<file path="src/rtl/psg_i2s_tx.sv">
// PSG audio output stage: box-averages the PSG level over one I2S frame and
// serialises it as a 16-bit two's-complement I2S stereo stream (same word on both channels).
module psg_i2s_tx #(
    parameter int unsigned DIV_LOG2 = 0
) (
    input  logic        clock,
    input  logic        reset,
    input  logic [15:0] aIn,
    input  logic        mute,
    output logic        bclk,
    output logic        lrclk,
    output logic        sdata,
    output logic [15:0] sample,
    output logic        sampleStrobe
);

    localparam int unsigned CntW = 7 + DIV_LOG2;
    localparam int unsigned AccW = 23 + DIV_LOG2;
    localparam logic [CntW-1:0] CntLast = '1;

    logic [CntW-1:0] cntQ, cntD;
    logic [AccW-1:0] accQ, accD, accSum;
    logic [15:0]     sampleQ, sampleD;
    logic            strobeQ, strobeD;
    logic            bclkQ, bclkD;
    logic            lrclkQ, lrclkD;
    logic            sdataQ, sdataD;
    logic            frameEnd;
    logic [5:0]      slot;
    logic [4:0]      slotLow;
    logic [3:0]      bitIdx;

    // Averaging: the sum includes this cycle's aIn so the word covers exactly F samples.
    always_comb begin
        frameEnd = (cntQ == CntLast);
        cntD     = cntQ + 1'b1;
        accSum   = accQ + AccW'(aIn);
        accD     = frameEnd ? '0 : accSum;
        sampleD  = sampleQ;
        strobeD  = 1'b0;
        if (frameEnd) begin
            sampleD = mute ? 16'h0000 : (accSum[AccW-1:CntW] ^ 16'h8000);
            strobeD = 1'b1;
        end
    end

    // Serial outputs follow the next count; slot 0 after a wrap is always idle,
    // so the current sample register is safe to use for every data slot.
    always_comb begin
        slot    = cntD[CntW-1:DIV_LOG2+1];
        slotLow = slot[4:0];
        bitIdx  = 4'(5'd16 - slotLow);
        bclkD   = cntD[DIV_LOG2];
        lrclkD  = slot[5];
        sdataD  = 1'b0;
        if (slotLow >= 5'd1 && slotLow <= 5'd16) begin
            sdataD = sampleQ[bitIdx];
        end
    end

    always_ff @(posedge clock) begin
        if (reset) begin
            cntQ    <= '0;
            accQ    <= '0;
            sampleQ <= 16'h0000;
            strobeQ <= 1'b0;
            bclkQ   <= 1'b0;
            lrclkQ  <= 1'b0;
            sdataQ  <= 1'b0;
        end else begin
            cntQ    <= cntD;
            accQ    <= accD;
            sampleQ <= sampleD;
            strobeQ <= strobeD;
            bclkQ   <= bclkD;
            lrclkQ  <= lrclkD;
            sdataQ  <= sdataD;
        end
    end

    assign bclk         = bclkQ;
    assign lrclk        = lrclkQ;
    assign sdata        = sdataQ;
    assign sample       = sampleQ;
    assign sampleStrobe = strobeQ;

endmodule

</file>
<file path="config.mk">
export PLATFORM = sky130hd
export DESIGN_NAME = psg_i2s_tx
export DESIGN_NICKNAME = d
export VERILOG_FILES = /design/src/rtl/psg_i2s_tx.sv
export SDC_FILE = /design/constraint.sdc
export NUM_CORES = 1
export LEC_CHECK = 0
export ABC_AREA = 1
export CAP_MARGIN = 20
export CORE_ASPECT_RATIO = 0.75
export CORE_MARGIN = 3
export CORE_UTILIZATION = 34
export DETAILED_ROUTE_END_ITERATION = 16
export PLACE_DENSITY = 0.54
export SLEW_MARGIN = 20
export SYNTH_ARGS = -nofsm -noshare
export SYNTH_HDL_FRONTEND = slang
export SYNTH_SLANG_ARGS = --single-unit
</file>
<file path="constraint.sdc">
create_clock -name clock -period 1.9 [get_ports clock]
set_clock_uncertainty 0.2 [all_clocks]
set_input_delay 0.475 -clock clock [delete_from_list [all_inputs] [get_ports clock]]
set_output_delay 0.475 -clock clock [all_outputs]
set_load 0.02 [all_outputs]
</file>
==> results.md, run 1 <==
* Area Overhead vs Synth at 61.84%
* Clock sink count at 48
* FF-to-FF path depth at 11
* Power, Total at roughly 5.5 mW
* Setup Viol. Count Final at 2
* DP HPWL at between 7000 and 8000 um
* Total CTS buffers at 5
* Worst Hold Depth at 2
* Dpl cells at 692
* WL per Instance at ~14 um
* Vias at 3,447
* # port buffers at 38
* Power Density at 1101 mW/mm^2
* Die W at ~120 um
* Initial Utilization at between 30% and 40%
* Diodes inserted at 0
* Worst VDD drop at 454.2 uV
* Worst slew margin at between 70% and 80%
* Sequential cell area fraction in the yosys report at between 30% and 40%
* Status: finished with violations
* CTS Root Cell: clkbuf_16
* Layout cell share with drive strength beyond 1 at about two fifths
* Top_reg_cell synth: dfxtp_1
* Final hold violation count at 0
* Largest cells by area after synthesis: dfxtp_1, nand2_1, inv_1
* Routing usage on met3 at under 10%
* P_leak at between 2 and 2.5 nW
* Syn nets at around 540
* Post-CTS Hold Buffers at 0
* Die height at 88.45 um
* Clock slew at reported path FFs at 0.07 ns
* Initial antenna violation count at 0
* Post-Syn Area per Cell at between 6 and 7 um^2
* Post-synthesis register bit count at 48
* Startpoint types: primary input
* Post-Route WL at about 10,000 um
* Final GP Congestion at roughly 0.93
* Drc violations at 0
* Count leader, synth: nand2_1
* Num ports at 39
* M2 GR Usage at between 20% and 30%
* DR iter-0 viols at about 240
* GRT Total Usage at 19.88%
* Worst R2R End: sdata
* WP data arrival at about 1.9 ns
* Top cells by count, synth: nand2_1, inv_1, nor2_1, dfxtp_1, nand3_1
* CTS Buffer Depth at 2
* Worst-path fanout max at 4
* HP Class: reg2reg
* Slew Viols, Final at 0
* Mapped Cells at just over 500
* Failing checks: setup timing
* GR met1 Demand/Resource at a little under a third
* Nets at between 600 and 700
* Worst-margin pin slew at between 0.3 and 0.4 ns
* Period Utilization, post-route at 101.1%
* Post-layout min period at 1.921 ns
* R2R setup slack at 0 ns
* Top-area cell type share of the netlist area at between 30% and 40%
* Worst-Skew Late Latency at about 0.3 ns
* Grt ovf at 0
* Grt peak-use layer: met1
* Setup WS post-layout at -0.02128 ns
* Final setup TNS at -0.02452 ns
* CTS tree: done
* Max-cap viol count at 0
* Fraction of registers with async set/reset at 0%
* Area of the mapped netlist at approximately 0.0031 mm^2
* First-pass GRT wire length at 15,720 um
* Post-Place Worst Slack at -0.7563 ns
* Critical Setup Path Class: in2reg
* Cell taking the most area after synthesis: dfxtp_1
* Min-Delay Endpoint: sample[10]
* RSZ-0062 raised after global routing: yes
* Drt pass-1 iters at 5
* Number of global-route vias before repair at between 3k and 4k
* Max H-tree Level at 2
* Post-synth EDFFs at 0
* Achievable frequency at 520.5 MHz
* Worst Hold Margin at about 0.28 ns
* Largest net degree at the start of global routing at 16
* Setup crit end kind: register
* Post-synth cell types at 25
* Avg Vias per Cell at between 4 and 5
* Worst path required time at between 1.5 and 2 ns
* FP Rows at 29
* HP Start: sample[10]
* Final ANT Viol Nets at 0
* Die ar. at approximately 0.010 mm^2
* Yosys Warn Count at 0
* Area of the core at about 0.0086 mm^2
* Post-route insts no fill at between 700 and 800
* R2R Path Start: cntQ[0]
-- metal layers --
| metal | up-vias | part of all wire, % |
|---|---|---|
| li1 | 1755 | - |
| met1 | 1593 | 53 |
| met2 | 85 | 41 |
| met3 | 14 | 4.8 |
| met4 | 0 | 0.95 |
| met5 | - | 0 |
-- worst max path at each step --
stage | startpoint | to | slack, ns | cells after the start
2_1_floorplan | aIn[0] | sample[13] | -0.009 | 11
5_1_grt | accQ[0] | accQ[20] | -0.1 | 11
4_1_cts | aIn[0] | sample[9] | -0.02 | 12
3_3_place_gp | aIn[0] | sample[9] | -0.75 | 12
3_5_place_dp | aIn[0] | sample[9] | -0.76 | 12
6_report | aIn[4] | sample[12] | -0.02 | 12
-- report_power, final --
group | switching, mW | internal (mW)
logic | 1.77 | 1.49
clock network | 0.421 | 0.525
registers | 0.125 | 1.15
total | 2.32 | 3.17
-- final cells by class --
class                           instances  area, um^2
Fill cell                             824        3649
Inverter                               73       281.5
Multi-Input combinational cell        377        2628
Tap cell                              108       135.1
Clock buffer                            6       138.9
Clock inverter                          2       15.01
Timing Repair Buffer                   97       820.8
Sequential cell                        48       968.4
-- cells by family after synthesis --
kind of cell | share of synthesized area [%]
and+or+nand+nor | 40.89
adders and majority gates | 8.364
buffers and inverters | 10.39
DFF | 31.18
xor gates and xnor gates | 1.989
AOI/OAI and AO/OA | 7.187
-- repair_timing --
action                                 4_1_cts  5_1_grt
pin swaps                                   46       80
setup endpoints to repair                   55       34
endpoints found under the hold margin        0        0
buffers inserted                             4        7
resized for setup                          146      119
-- stage by stage --
step	instance area, um^2	utilization, %
final	4987	57.75
after global routing	4987	57.75
after detailed placement	3975	46.03
after CTS	4623	53.54
after floorplan	3127	-
after global placement	3975	46.03
-- state kept, by name, summed over array words and instances, names as in the netlist --
| signal | flops |
|---|---|
| accQ | 23 |
| sample | 16 |
| cntQ | 7 |
| sampleStrobe | 1 |
| sdata | 1 |
-- cells in the final DEF, fill, tap and decap left out, types with 2 or more instances in the layout --
| master | n |
|---|---|
| nand2_1 | 117 |
| inv_1 | 58 |
| nand2_2 | 49 |
| buf_4 | 49 |
| nor2_1 | 47 |
| dfxtp_1 | 44 |
| dlygate4sd2_1 | 25 |
| nand3_1 | 19 |
| ha_4 | 18 |
| nand2_4 | 15 |
| nor2_2 | 15 |
| inv_2 | 13 |
| nand3_2 | 13 |
| o21ai_1 | 13 |
| a21oi_1 | 11 |
| nor2_4 | 10 |
| a21oi_2 | 8 |
| buf_6 | 8 |
| o21ai_0 | 6 |
| nand4_1 | 5 |
| clkbuf_16 | 5 |
| clkbuf_2 | 5 |
| nand3_4 | 4 |
| o21ai_2 | 4 |
| nand3b_1 | 4 |
| xnor2_4 | 3 |
| dfxtp_2 | 3 |
| clkdlybuf4s50_1 | 3 |
| or2_4 | 2 |
| and2_4 | 2 |
| xor2_1 | 2 |
| clkinvlp_4 | 2 |
| clkdlybuf4s15_1 | 2 |
| buf_12 | 2 |
-- worst max-delay path, cell delays in order --
cell and delay [ns]:
dlygate4sd2_1 0.26, ha_4 0.31, nand2_4 0.08, inv_4 0.07, buf_4 0.09, nand2_1 0.06
nor2_1 0.14, nand3_1 0.12, nand3_1 0.10, nand2_1 0.07, nand3_1 0.07, nand2_1 0.05
(Power assumes the default switching activity.)
==> run 2: changes to the inputs <==
Settings changed: CTS_BUF_LIST from default to sky130_fd_sc_hd__clkbuf_8.
==> run 2 against run 1 <==
Compared with the run above:
- critical path depth unchanged
- clock power down 28%
- sequential cell count unchanged
- global-route usage down 0.55 points
- combinational power down 6.4%
- count of clock-buffer cells in the layout unchanged
- utilization down 1.9 points
- the run still ends with setup timing left
==> results.md, run 2 (same netlist as run 1, synthesis figures left out) <==
* Status: finished with violations
* Failing checks: setup timing
* Largest net degree at the start of global routing at 16
* Initial Utilization at a little over a third
* Most used cell, CP: nand2_2
* Nets at ~640
* Total CTS buffers at 5
* Routing usage on met3 at 3.349%
* Drt pass-1 iters at 5
* Min-Delay Endpoint: sample[10]
* Post-layout min period at around 1.9 ns
* Slowest cell on crit path: fa_2
* Grt peak-use layer: met1
* Commonest non-fill, non-tap cell in the layout: nand2_1
* Critical path's largest stage delay at between 0.4 and 0.5 ns
* Drc violations at 0
* Power, Total at 5.024 mW
* Clock slew at reported path FFs at around 0.090 ns
* HP Class: reg2reg
* Worst-margin pin slew at 0.3835 ns
* Startpoint types: primary input
* Number of global-route vias before repair at around 3.1k
* Setup WS post-layout at -0.01503 ns
* Final GP Congestion at ~0.93
* Avg Vias per Cell at roughly 4.8
* RSZ-0062 raised after global routing: yes
* Num ports at 39
* R2R Path Start: accQ[9]
* Die ar. at a little over 0.01 mm^2
* DP HPWL at between 7000 and 8000 um
* CTS tree: done
* Final core utilization at approximately 56%
* GRT Total Usage at about 19%
* Max H-tree Level at 2
* CTS Root Cell: clkbuf_8
* Worst slew margin at roughly 74%
* Power Density at 1042 mW/mm^2
* R2R setup slack at 0 ns
* Max reg flops at 23
* Clock sink count at between 40 and 50
* Max-cap viol count at 0
* Post-CTS Hold Buffers at 0
* Die height at 88.45 um
* Crit-path cells: clkdlybuf4s15_2 -> ha_4 -> inv_2 -> fa_2 -> nor2_4 -> o21ai_2 -> nand3_2 -> nand2_2 -> nand2_2 -> nand2_2 -> nand3_2 -> nand2_1
* Worst path required time at between 1.5 and 2 ns
* Layout cell share with drive strength beyond 1 at a little under two fifths
* Setup crit end kind: register
* Area Overhead vs Synth at 56.44%
* Vias at about 3.4k
* Worst Hold Depth at 2
* Final ANT Viol Nets at 0
* Critical Setup Path Class: in2reg
* Commonest cells after routing, fill and taps aside: nand2_1, inv_1, nor2_1, buf_4
* HP Start: sample[10]
* FF-to-FF path depth at 10
* P_leak at roughly 2.3 nW
* Worst R2R End: sample[9]
* Initial antenna violation count at 0
* Area of the core at around 0.0086 mm^2
* DR iter-0 viols at 211
* First-pass GRT wire length at roughly 15,000 um
* Worst-path fanout max at 3
* Final setup TNS at -0.02027 ns
* Period Utilization, post-route at 100.8%
* # port buffers at 38
* Setup Viol. Count Final at 3
* Slew Viols, Final at 0
* GR met1 Demand/Resource at approximately 31%
* Biggest register: accQ
* Die W at 115.9 um
* WL per Instance at around 14 um
* Final hold violation count at 0
* Diodes inserted at 0
* CTS Buffer Depth at 2
* Grt ovf at 0
* WP data arrival at between 1.5 and 2 ns
* Worst VDD drop at 442.3 uV
* Post-Route WL at slightly below 10,000 um
* Worst-Skew Late Latency at 0.31 ns
* M2 GR Usage at around 27%
* FP Rows at 29
* Achievable frequency at 522.2 MHz
run 2: cell types whose count changed in the layout (fill, tap and decap cells not counted), moves of 4 or more:
| cell | previous run | this run |
|---|---|---|
| nand2_1 | 117 | 127 |
| nor2_1 | 47 | 54 |
| nor2_2 | 15 | 10 |
| clkbuf_8 | 1 | 6 |
| nand2_2 | 49 | 43 |
| clkbuf_16 | 5 | 1 |
| nand2_4 | 15 | 11 |
| buf_4 | 49 | 44 |
run 2: area by class of cell:
type                            instances  area (um^2)
Fill cell                             838         3815
Multi-Input combinational cell        377         2531
Sequential cell                        48        969.7
Timing Repair Buffer                   93        808.3
Inverter                               73        279.0
Tap cell                              108        135.1
Clock buffer                            6        82.58
Clock inverter                          2        15.01
run 2: metrics by stage:
stage | instance area (um^2) | cells | setup WS [ns] | hold WS (ns)
floorplan | 3127 | 505 | -0.008875 | 0.2855
global placement | 3975 | 692 | -0.7461 | 0.2627
detailed placement | 3975 | 692 | -0.7563 | 0.2621
CTS | 4454 | 702 | -0.005832 | 0.2766
global route | 4821 | 707 | -0.1014 | 0.2948
finish | 4821 | 707 | -0.01503 | 0.2785
run 2: worst max-delay path by stage:
stage          startpoint         end  slack [ns]  depth (start not counted)
4_1_cts            aIn[0]   sample[9]      -0.006                         12
2_1_floorplan      aIn[0]  sample[13]      -0.009                         11
6_report           aIn[0]   sample[9]       -0.02                         12
5_1_grt           accQ[9]   sample[9]       -0.10                         10
3_5_place_dp       aIn[0]   sample[9]       -0.76                         12
3_3_place_gp       aIn[0]   sample[9]       -0.75                         12
run 2: critical path: cells and delay by family:
family	cells	cell delay, ns
adder cells (fa/ha/maj)	2	0.56
buffers and inverters	2	0.24
AND/OR/NAND/NOR	7	0.57
AO/OA/AOI/OAI	1	0.07
run 2: layer usage:
layer | vias up | share of wire, % | wire (um)
li1 | 1752 | - | -
met1 | 1554 | 54 | 5360
met2 | 61 | 40 | 3901
met3 | 11 | 5.5 | 546
met4 | 0 | 0.58 | 57
met5 | - | 0 | 0
run 2: repair_timing:
item	4_1_cts	5_1_grt
setup buffers	2	5
setup endpoints to repair	55	37
gates resized for setup	116	118
cloned	0	1
pin swaps	33	65
run 2: power breakdown:
group,internal [mW],switching [mW],total [mW]
registers,1.15,0.125,1.28
clock network,0.296,0.388,0.684
logic,1.39,1.68,3.06
